$ cat src/rtl/bus_fifo_arbiter_pkg.sv
// Shared constants and state encoding for the bus FIFO write-port arbiter.
// Other bus arbiters import the same definitions.
package bus_fifo_arbiter_pkg;

  localparam int BUS_DATA_W     = 32;
  localparam int BUS_FIFO_DEPTH = 16;

  typedef enum logic {
    ST_IDLE = 1'b0,
    ST_BUSY = 1'b1
  } state_e;

endpackage

$ cat src/rtl/bus_fifo_arbiter_if.sv
// Requester-side and FIFO-side signals of the bus FIFO arbiter, bundled as one interface.
// The master modport is the environment (requesters and FIFO); the slave modport is the arbiter.
interface bus_fifo_arbiter_if #(
  parameter int N_REQ      = 4,
  parameter int DATA_W     = 32,
  parameter int FIFO_DEPTH = 16
);

  localparam int CNT_W = $clog2(FIFO_DEPTH) + 1;

  // Handshake: requester i offers a word with req_valid[i]/req_data/req_last and holds them
  // stable until ack[i]. The word moves in the cycle where req_valid[i] & ack[i]. ack is the
  // ready; it may depend combinationally on req_valid, never the other way round.
  logic [N_REQ-1:0]        req_valid;
  logic [N_REQ*DATA_W-1:0] req_data;
  logic [N_REQ-1:0]        req_last;
  logic [N_REQ-1:0]        ack;
  logic [N_REQ-1:0]        grant;

  logic                    valid_out_interface;
  logic [DATA_W-1:0]       out_interface;
  logic                    read_fifo_en;
  logic                    fifo_empty;
  logic [CNT_W-1:0]        fifo_count;

  modport master (
    output req_valid, req_data, req_last, read_fifo_en, fifo_empty,
    input  ack, grant, valid_out_interface, out_interface, fifo_count
  );

  modport slave (
    input  req_valid, req_data, req_last, read_fifo_en, fifo_empty,
    output ack, grant, valid_out_interface, out_interface, fifo_count
  );

endinterface

$ cat src/rtl/rr_pick.sv
// Combinational round-robin picker: first set request after ptr, wrapping modulo N_REQ.
// Shared with other bus arbiters; holds no state.
module rr_pick #(
  parameter int N_REQ = 4,
  localparam int PTR_W = (N_REQ > 1) ? $clog2(N_REQ) : 1
) (
  input  logic [N_REQ-1:0] req,
  input  logic [PTR_W-1:0] ptr,
  output logic [PTR_W-1:0] winner,
  output logic             any_req
);

  always_comb begin
    winner  = '0;
    any_req = 1'b0;
    // Scan farthest-first so the nearest requester after ptr is the last one written.
    for (int k = N_REQ; k >= 1; k--) begin
      int               idx;
      logic [PTR_W-1:0] idx_p;
      idx = int'(ptr) + k;
      if (idx >= N_REQ) idx = idx - N_REQ;
      idx_p = PTR_W'(idx);
      if (req[idx_p]) begin
        winner  = idx_p;
        any_req = 1'b1;
      end
    end
  end

endmodule

$ cat src/rtl/bus_fifo_arbiter.sv
// Round-robin arbiter sharing the bus FIFO write port among N_REQ requesters, with a local
// credit counter so no word is ever offered to a full FIFO.
module bus_fifo_arbiter
  import bus_fifo_arbiter_pkg::*;
#(
  parameter int N_REQ      = 4,
  parameter int DATA_W     = BUS_DATA_W,
  parameter int FIFO_DEPTH = BUS_FIFO_DEPTH,
  parameter int MAX_BURST  = 4
) (
  input  logic                clk,
  input  logic                reset,
  bus_fifo_arbiter_if.slave   bus,
  output state_e              dbg_state
);

  localparam int PTR_W = (N_REQ > 1) ? $clog2(N_REQ) : 1;
  localparam int CNT_W = $clog2(FIFO_DEPTH) + 1;
  localparam logic [3:0]     BURST_LAST = 4'(MAX_BURST - 1);
  localparam logic [CNT_W:0] DEPTH_C    = (CNT_W + 1)'(FIFO_DEPTH);

  state_e              state_q, state_d;
  logic [N_REQ-1:0]    grant_q, grant_d;
  logic [PTR_W-1:0]    rr_ptr_q, rr_ptr_d;
  logic [3:0]          burst_cnt_q, burst_cnt_d;
  logic [CNT_W-1:0]    count_q, count_d;
  logic                vout_q, vout_d;
  logic [DATA_W-1:0]   dout_q, dout_d;

  logic [PTR_W-1:0]    winner;
  logic                any_req;
  logic                own_valid, own_last;
  logic [DATA_W-1:0]   own_data;
  logic                credit_ok, xfer, rd;
  logic [N_REQ-1:0]    ack;

  rr_pick #(.N_REQ(N_REQ)) u_rr_pick (
    .req     (bus.req_valid),
    .ptr     (rr_ptr_q),
    .winner  (winner),
    .any_req (any_req)
  );

  // rr_ptr doubles as the owner index while BUSY.
  always_comb begin
    own_valid = 1'b0;
    own_last  = 1'b0;
    own_data  = '0;
    for (int i = 0; i < N_REQ; i++) begin
      if (rr_ptr_q == PTR_W'(i)) begin
        own_valid = bus.req_valid[i];
        own_last  = bus.req_last[i];
        own_data  = bus.req_data[i*DATA_W +: DATA_W];
      end
    end
  end

  always_comb begin
    rd = bus.read_fifo_en & ~bus.fifo_empty;
    // The word registered in vout_q lands in the FIFO at the next edge, so it already uses a slot.
    credit_ok = ({1'b0, count_q} + {{CNT_W{1'b0}}, vout_q}) < DEPTH_C;
    xfer      = (state_q == ST_BUSY) & own_valid & credit_ok;
    ack       = xfer ? grant_q : '0;

    state_d     = state_q;
    grant_d     = grant_q;
    rr_ptr_d    = rr_ptr_q;
    burst_cnt_d = burst_cnt_q;
    case (state_q)
      ST_IDLE: begin
        if (any_req) begin
          grant_d         = '0;
          grant_d[winner] = 1'b1;
          rr_ptr_d        = winner;
          burst_cnt_d     = 4'd0;
          state_d         = ST_BUSY;
        end
      end
      ST_BUSY: begin
        if (xfer) begin
          burst_cnt_d = burst_cnt_q + 4'd1;
          if (own_last || (burst_cnt_q == BURST_LAST)) begin
            grant_d = '0;
            state_d = ST_IDLE;
          end
        end
      end
      default: state_d = ST_IDLE;
    endcase

    vout_d = xfer;
    dout_d = xfer ? own_data : dout_q;

    if (vout_q && !rd)                      count_d = count_q + 1'b1;
    else if (!vout_q && rd && count_q != '0) count_d = count_q - 1'b1;
    else                                     count_d = count_q;
  end

  always_ff @(posedge clk or negedge reset) begin
    if (!reset) begin
      state_q     <= ST_IDLE;
      grant_q     <= '0;
      rr_ptr_q    <= PTR_W'(N_REQ - 1);
      burst_cnt_q <= 4'd0;
      count_q     <= '0;
      vout_q      <= 1'b0;
      dout_q      <= '0;
    end else begin
      state_q     <= state_d;
      grant_q     <= grant_d;
      rr_ptr_q    <= rr_ptr_d;
      burst_cnt_q <= burst_cnt_d;
      count_q     <= count_d;
      vout_q      <= vout_d;
      dout_q      <= dout_d;
    end
  end

  assign bus.ack                 = ack;
  assign bus.grant               = grant_q;
  assign bus.valid_out_interface = vout_q;
  assign bus.out_interface       = dout_q;
  assign bus.fifo_count          = count_q;
  assign dbg_state               = state_q;

endmodule

$ cat src/flat_wrapper.sv
// flat-port wrapper written by rule: the top's interface ports become plain ports
module bus_fifo_arbiter_flat import bus_fifo_arbiter_pkg::*;
#(
  parameter int N_REQ      = 4,
  parameter int DATA_W     = BUS_DATA_W,
  parameter int FIFO_DEPTH = BUS_FIFO_DEPTH,
  parameter int MAX_BURST  = 4
)
  (clk, reset, dbg_state, bus_req_valid, bus_req_data, bus_req_last, bus_read_fifo_en, bus_fifo_empty, bus_ack, bus_grant, bus_valid_out_interface, bus_out_interface, bus_fifo_count);
  bus_fifo_arbiter_if #(.N_REQ(N_REQ), .DATA_W(DATA_W), .FIFO_DEPTH(FIFO_DEPTH)) bus_i ();
  input  logic clk;
  input  logic reset;
  output state_e dbg_state;
  input wire logic [$bits(bus_i.req_valid)-1:0] bus_req_valid;
  input wire logic [$bits(bus_i.req_data)-1:0] bus_req_data;
  input wire logic [$bits(bus_i.req_last)-1:0] bus_req_last;
  input wire logic [$bits(bus_i.read_fifo_en)-1:0] bus_read_fifo_en;
  input wire logic [$bits(bus_i.fifo_empty)-1:0] bus_fifo_empty;
  output wire logic [$bits(bus_i.ack)-1:0] bus_ack;
  output wire logic [$bits(bus_i.grant)-1:0] bus_grant;
  output wire logic [$bits(bus_i.valid_out_interface)-1:0] bus_valid_out_interface;
  output wire logic [$bits(bus_i.out_interface)-1:0] bus_out_interface;
  output wire logic [$bits(bus_i.fifo_count)-1:0] bus_fifo_count;
  assign bus_i.req_valid = bus_req_valid;
  assign bus_i.req_data = bus_req_data;
  assign bus_i.req_last = bus_req_last;
  assign bus_i.read_fifo_en = bus_read_fifo_en;
  assign bus_i.fifo_empty = bus_fifo_empty;
  assign bus_ack = bus_i.ack;
  assign bus_grant = bus_i.grant;
  assign bus_valid_out_interface = bus_i.valid_out_interface;
  assign bus_out_interface = bus_i.out_interface;
  assign bus_fifo_count = bus_i.fifo_count;
  bus_fifo_arbiter #(.N_REQ(N_REQ), .DATA_W(DATA_W), .FIFO_DEPTH(FIFO_DEPTH), .MAX_BURST(MAX_BURST)) u_core (.clk(clk), .reset(reset), .bus(bus_i), .dbg_state(dbg_state));
endmodule
$ cat config.mk
export PLATFORM = sky130hd
export DESIGN_NAME = bus_fifo_arbiter_flat
export DESIGN_NICKNAME = d
export VERILOG_FILES = /design/src/rtl/bus_fifo_arbiter_pkg.sv /design/src/rtl/bus_fifo_arbiter_if.sv /design/src/rtl/rr_pick.sv /design/src/rtl/bus_fifo_arbiter.sv /design/src/flat_wrapper.sv
export SDC_FILE = /design/constraint.sdc
export NUM_CORES = 1
export LEC_CHECK = 0
export ABC_AREA = 1
export BUFFER_PORTS_ARGS = -buffer_cell sky130_fd_sc_hd__buf_2
export CORE_MARGIN = 3
export CORE_UTILIZATION = 35
export CTS_BUF_LIST = sky130_fd_sc_hd__clkbuf_4 sky130_fd_sc_hd__clkbuf_8
export CTS_CLUSTER_DIAMETER = 120
export DETAILED_ROUTE_END_ITERATION = 10
export HOLD_SLACK_MARGIN = 0.05
export PLACE_DENSITY = 0.7
export SYNTH_ARGS = -nofsm -noshare
export SYNTH_HDL_FRONTEND = slang
export SYNTH_SLANG_ARGS = --single-unit
$ cat constraint.sdc
create_clock -name clk -period 2.4 [get_ports clk]
set_input_delay 0 -clock clk [delete_from_list [all_inputs] [get_ports clk]]
set_output_delay 0 -clock clk [all_outputs]
set_load 0.1 [all_outputs]
# After elaboration in Yosys (flattened, before gate mapping)
# Index checks and enable logic that the tools add are counted.
dict set report totals {
  regBits 49
  input_bits 140
  elab_cells 103
}
dict set report classes {
  n_eq_ne 7
  reduce_logical 13
  bitwise 5
  magnitude_cmp 11
  n_mux 48
  add_sub_neg 12
}
# cell count
set op_table {}
lappend op_table {{32-bit 2-to-1 mux} 4}
lappend op_table {{4-bit 2-to-1 mux} 6}
lappend op_table {{1-bit 2-to-1 mux} 20}
lappend op_table {{2-bit 2-to-1 mux} 8}
lappend op_table {{4-bit one-hot mux with 2 select lines} 2}
lappend op_table {{2-bit by 3-bit < comparator with 1-bit output, second input constant} 5}
lappend op_table {{5-bit 2-to-1 mux} 2}
lappend op_table {{3-bit greater-or-equal comparator, second input constant} 3}
lappend op_table {{1-bit binary-select mux with 2-bit select} 4}
lappend op_table {{2-bit by 1-bit subtractor with 2-bit output, second input constant} 4}
lappend op_table {{2-bit by 2-bit adder with 3-bit output, second input constant} 2}
lappend op_table {{5-bit by 1-bit adder with 6-bit output} 1}
lappend op_table {{6-bit by 5-bit < comparator with 1-bit output, second input constant} 1}
lappend op_table {{5-bit by 1-bit adder with 5-bit output, second input constant} 1}
lappend op_table {{5-bit nonzero test} 1}
lappend op_table {{5-bit by 1-bit subtractor with 5-bit output, second input constant} 1}
lappend op_table {{2-bit by 3-bit adder with 4-bit output, second input constant} 1}
lappend op_table {{4-bit by 1-bit adder with 4-bit output, second input constant} 1}
lappend op_table {{2-bit == test, second input constant} 2}
lappend op_table {{4-bit by 2-bit == test with 1-bit output, second input constant} 1}
lappend op_table {{4-bit by 3-bit greater-or-equal comparator with 1-bit output, second input constant} 1}
lappend op_table {{1-bit logical AND} 4}
lappend op_table {{2-bit inequality test, second input constant} 2}
lappend op_table {{2-bit AND reduction} 2}
lappend op_table {{other kinds (13)} 17}

# Depth between registers and ports, before layout
dict set report depth {
  word_depth 15
  ltp_mapped 14
}

# Hierarchy
# From an unflattened synthesis, not the netlist that was laid out.
dict set report unflattened {
  hier_cells 464
  area_unflattened_um2 3099.2
}
# mod seq_area_each_um2 instances area_per_inst_um2 cells_each
set modules_own_cells {}
lappend modules_own_cells {bus_fifo_arbiter 1228.7 1 2872.8 415}
lappend modules_own_cells {rr_pick 0.0 1 226.5 49}

# Worst setup path after synthesis
# Ideal clock, no wire load.
dict set report synth_path {
  path_type {register -> output}
  from {register u_core.state_q (netlist: u_core.dbg_state)}
  to {output port bus_ack[0]}
  path_stages_with_launch 7
  arrival_time_ns 2.754
  path_slack_ns -0.354
  path_buffers 0
  path_cell_list {dfrtp_1 -> inv_2 -> nor2_1 -> o21ai_1 -> nor2_2 -> nand2_4 -> nor2_1}
}
dict set report synth_between {
  elab_chain_len 3
}
# element line
set synth_lines {}
lappend synth_lines {{start: declaration} bus_fifo_arbiter.sv:22} ;# state_e state_q, state_d;
lappend synth_lines {{start signal: assignment} bus_fifo_arbiter.sv:109} ;# state_q <= state_d;
lappend synth_lines {{1-bit bitwise AND (2 in series)} bus_fifo_arbiter.sv:62} ;# xfer = (state_q == ST_BUSY) & own_valid & credit_ok;
lappend synth_lines {{4-bit 2-to-1 mux} bus_fifo_arbiter.sv:63} ;# ack = xfer ? grant_q : '0;
lappend synth_lines {{end: declaration} flat_wrapper.sv:19} ;# output wire logic [$bits(bus_i.ack)-1:0] bus_ack;
# Every way passes these cells.

# Worst setup path in the final report
dict set report layout_path {
  from {register u_core.rr_ptr_q[0]}
  to {output port bus_ack[1]}
}
dict set report layout_between {
  elab_chain_len 8
}
# element line
set layout_lines {}
lappend layout_lines {{start: declaration} bus_fifo_arbiter.sv:24} ;# logic [PTR_W-1:0] rr_ptr_q, rr_ptr_d;
lappend layout_lines {{start signal: assignment} bus_fifo_arbiter.sv:103} ;# rr_ptr_q <= PTR_W'(N_REQ - 1);
lappend layout_lines {{start signal: assignment} bus_fifo_arbiter.sv:111} ;# rr_ptr_q <= rr_ptr_d;
lappend layout_lines {{2-bit zero test} bus_fifo_arbiter.sv:50} ;# if (rr_ptr_q == PTR_W'(i)) begin
lappend layout_lines {{1-bit 2-to-1 mux (3 in series)} bus_fifo_arbiter.sv:50}
lappend layout_lines {{1-bit 2-to-1 mux *} bus_fifo_arbiter.sv:50}
lappend layout_lines {{1-bit bitwise AND * (2 in series)} bus_fifo_arbiter.sv:62}
lappend layout_lines {{4-bit 2-to-1 mux *} bus_fifo_arbiter.sv:63}
# Mark *: on every way between the ends. The rest lies on a longest branch, timed or not.

==> results.md <==
- In this run the remaining antenna-violating nets after routing total 0.
- The level count of the clock H-tree is 2.
- The routed layout has between 3000 and 4000 vias.
- For this design, the CTS-stage hold fixing added 35 buffers.
- After the last flow step, the layout net total stands at about 820.
- The count of yosys warnings during synthesis is 0.
- Together, buffers and inverters on the worst path number 2.
- The initial antenna violation count is 1.
- The first TritonRoute pass finished after 5 iterations.
- The class of the worst hold path is in -> reg.
- Detailed placement finished with a half-perimeter wire length of between 8 and 9 mm.
- The worst hold path was traced through 5 stages.
- The data required time at the worst endpoint is about 2400 ps.
- Setup repair after global routing left no endpoint under its margin.
- Once the floorplan was initialized, standard cells occupied between 30% and 40% of the core.
- After the first detailed-routing iteration, the DRC count stood at 224.
- In the post-synthesis netlist, the biggest area contributors are sky130_fd_sc_hd__dfrtp_1 34%, sky130_fd_sc_hd__nand2_1 16%, sky130_fd_sc_hd__a22oi_1 7.0%.
- OpenSTA, run right after detailed placement, puts the worst setup slack at 302 ps.
- Once layout is complete, the utilization of the core stands at a little over half.
- The number of setup buffers added after CTS is 0.
- Once the clock tree was built, the resizer swapped 0 gates to a different size.
- The largest fanout on the critical path is 8.
- The netlist area before placement is 3410 sq um.
- The critical path capture point type is an output pin.
- The final estimated routing congestion in global placement is between 0.9 and 1.
- Among all stages on the critical path, the largest delay is contributed by sky130_fd_sc_hd__dfstp_2.
- On the final layout, the worst hold slack is roughly 64 ps.
- For this run, the number of standard cells in the final layout without fillers is ~800.
- The netlist uses 35 different library cells.
- The worst setup path is launched from a register.
- The area growth from synthesis to layout is 44.8%.
- The number of pins exceeding their max-slew limit in the final report is 0.
- By startpoint and endpoint, the worst setup path is classified as reg -> out.
- The cell seen most often among critical-path stages is sky130_fd_sc_hd__nand2_1.
- The logic depth of the worst register-to-register path is 10.
- Dividing the detail-routed wire length by the instance count gives about 14 um.
- Clock tree synthesis inserted a total of 5 buffers.
- The die covers approximately 11000 sq um.
- Global routing finished with a remaining overflow of 0.
- The startpoint of the tightest hold check path is bus_req_data[95].
- The internal reg-to-reg setup slack is ~290 ps.
- For this run, design rule violations remaining after detail routing come to 0.
- Across the routed clock network, the largest skew measured is ~12 ps.
- The clock passes through at most 2 buffers.
- At the worst endpoint, the arrival time is between 2000 and 2500 ps.
- The worst register-to-register path begins at u_core.rr_ptr_q[0].
- The clock sink count is just under 50.
- The die is 105 um wide.
- The first global-routing pass estimated between 15 and 20 mm of wire.
- For this run, the slowest stage of the critical path takes between 600 and 700 ps.
- The number of placed instances, taps included is around 760.
- The terminating pin of the worst hold path is u_core.bus.out_interface[31].
- The number of buffers added on ports is between 150 and 200.
- Of the cells placed in the final design, the portion with a size suffix greater than 1 is 34.8%.
- In the routed layout, each cell is associated on average with a via count of between 4 and 5.
- The number of nets in the synthesized netlist is 605.
- Based on the critical path, the design can be clocked at up to about 470 MHz.
- The reported max-cap violation count is 0.
- Measured along the y axis, the die boundary spans 105 um.
- The share of the synthesized area in the top cell type is between 30% and 40%.
- The hold violation total from the final report is 0.
- The via count of the first global-routing pass was between 3000 and 4000.
- The gate count after technology mapping is approximately 460.
- Of all cell types, the one taking the most synthesized area is sky130_fd_sc_hd__dfrtp_1.
- Broken down by cell family, the worst path's largest delay share belongs to flip-flops.
- The register bit total from synthesis is 49.
- The run finished with clean final reports.
- For this run, the total global-route usage over all layers was measured as about 20%.
- The number of antenna repair diodes is 0.
- Wires add up to about 11 mm.
- For the worst-skew pair, the clock arrives at the later sink with an insertion delay of approximately 310 ps.
- The per-instance average area after synthesis is ~7.5 sq um.
- Clock-pin slew was measured on the worst setup and hold paths at around 90 ps.
- The final-report setup violation count is 0.
- The signal on the critical path passes through ha_1 -> inv_2 -> nand2_1 -> o211ai_2 -> nand2_1 -> nand2_4 -> nor2_1 -> buf_2.
- Entering global routing, the biggest net connects 46 pins.
- Dividing the final minimum period by the clock period gives approximately nine tenths.
- The transition time of the tightest slew-check pin is around 510 ps.
- The routed design could run at a clock period as short as between 2000 and 2500 ps.
- In this run the standard cell core region covers between 9000 and 10000 sq um.
- The final critical-path setup slack is roughly 250 ps.
- The worst flop-to-flop path endpoint is u_core.bus.out_interface[5].
- The worst pin sits at a relative slew slack of approximately 66%.
- The I/O pin count is 187.
- The sequential element share of the synthesized area is 36.0%.
- The tree is rooted in a sky130_fd_sc_hd__clkbuf_8.
- Row generation in the floorplan step produced 35 rows.
- TritonCTS built the clock tree.
==> cell type report <==
| type | instances | area, sq um |
|---|---|---|
| Sequential cell | 49 | 1230 |
| Clock inverter | 3 | 43.8 |
| Fill cell | 936 | 4430 |
| Multi-Input combinational cell | 347 | 1910 |
| Inverter | 32 | 123 |
| Clock buffer | 5 | 68.8 |
| Tap cell | 129 | 161 |
| Timing Repair Buffer | 233 | 1410 |
==> metal layers <==
metal / wire, um / GRT usage [%] / vias up
li1: - / - / 1961
met1: 4580 / 24.2 / 1789
met2: 5770 / 34.7 / 138
met3: 678 / 3.71 / 12
met4: 137 / 4.59 / 2
met5: 13 / 0 / -
==> placed cells by master, fill, tap and decap left out, types with 3 or more instances in the layout <==
cell | netlist | layout
sky130_fd_sc_hd__dfrtp_1 | 47 | 47
sky130_fd_sc_hd__buf_12 | 1 | 3
sky130_fd_sc_hd__clkbuf_8 | 0 | 5
sky130_fd_sc_hd__buf_4 | 5 | 9
sky130_fd_sc_hd__o21ai_1 | 5 | 5
sky130_fd_sc_hd__inv_2 | 4 | 4
sky130_fd_sc_hd__a22oi_1 | 32 | 32
sky130_fd_sc_hd__a21oi_1 | 7 | 7
sky130_fd_sc_hd__nand2_1 | 148 | 148
sky130_fd_sc_hd__a31oi_1 | 23 | 23
sky130_fd_sc_hd__nand3_1 | 15 | 15
sky130_fd_sc_hd__inv_1 | 27 | 27
sky130_fd_sc_hd__dlygate4sd3_1 | 0 | 35
sky130_fd_sc_hd__buf_2 | 7 | 186
sky130_fd_sc_hd__nor2_1 | 44 | 44
sky130_fd_sc_hd__a31oi_4 | 10 | 10
sky130_fd_sc_hd__o21ai_0 | 37 | 37
sky130_fd_sc_hd__ha_1 | 8 | 7
==> tightest hold or removal path, cell delays in order <==
cell                      delay [ps]
sky130_fd_sc_hd__buf_2            90
sky130_fd_sc_hd__nand2_1          50
sky130_fd_sc_hd__o21ai_0          70
sky130_fd_sc_hd__nand2_1          60
sky130_fd_sc_hd__a31oi_1          60
==> how the worst max path moves through the flow <==
stage / end / slack [ps] / start / cells after the start
CTS: bus_ack[2] / 240 / u_core.rr_ptr_q[0] / 8
global placement: u_core.bus.out_interface[7] / 370 / u_core.rr_ptr_q[0] / 10
global route: bus_ack[1] / 120 / u_core.rr_ptr_q[0] / 8
finish: bus_ack[1] / 250 / u_core.rr_ptr_q[0] / 8
detailed placement: u_core.bus.out_interface[5] / 300 / u_core.rr_ptr_q[0] / 10
floorplan: bus_ack[0] / -350 / u_core.dbg_state / 6
==> registers in the layout, indices dropped and copies added, names as in the netlist <==
name and cells:
u_core.bus.out_interface 32, u_core.burst_cnt_q 4, u_core.dbg_state 1, u_core.bus.grant 4, u_core.rr_ptr_q 2, u_core.bus.valid_out_interface 1, u_core.bus.fifo_count 5
==> cell families (layout without fill, tap and decap cells) <==
| logic type | count (synthesis) | in the layout | share of synthesized area [%] |
|---|---|---|---|
| muxes | 2 | 2 | 0.623 |
| DFF | 49 | 49 | 36.0 |
| buffers and inverters | 60 | 273 | 8.17 |
| xor gates and xnor gates | 3 | 3 | 0.770 |
| AOI/OAI and AO/OA | 117 | 117 | 25.6 |
| adders and majority gates | 9 | 9 | 3.52 |
| and+or+nand+nor | 216 | 216 | 25.3 |
==> cells in the mapped netlist (all sizes together) <==
cell / instances
ha: 8
nor3: 1
a21oi: 7
fa: 1
dfrtp: 47
a22oi: 32
nor2: 47
xor2: 2
inv: 32
nand3: 16
xnor2: 1
clkbuf: 14
a21boi: 1
o211ai: 2
nand4: 2
or2: 1
nand2: 149
o21ai: 42
mux2: 1
dfstp: 2
a31oi: 33
buf: 14
mux2i: 1
==> through the flow <==
step                cell area [sq um]  TNS [ps]
floorplan                        3410     -1420
global placement                 4480         0
detailed placement               4480         0
CTS                              4940         0
global route                     4940         0
finish                           4940         0
Power is not shown: default switching activity piles up to over one toggle a cycle in this logic, so the estimate is an artifact.
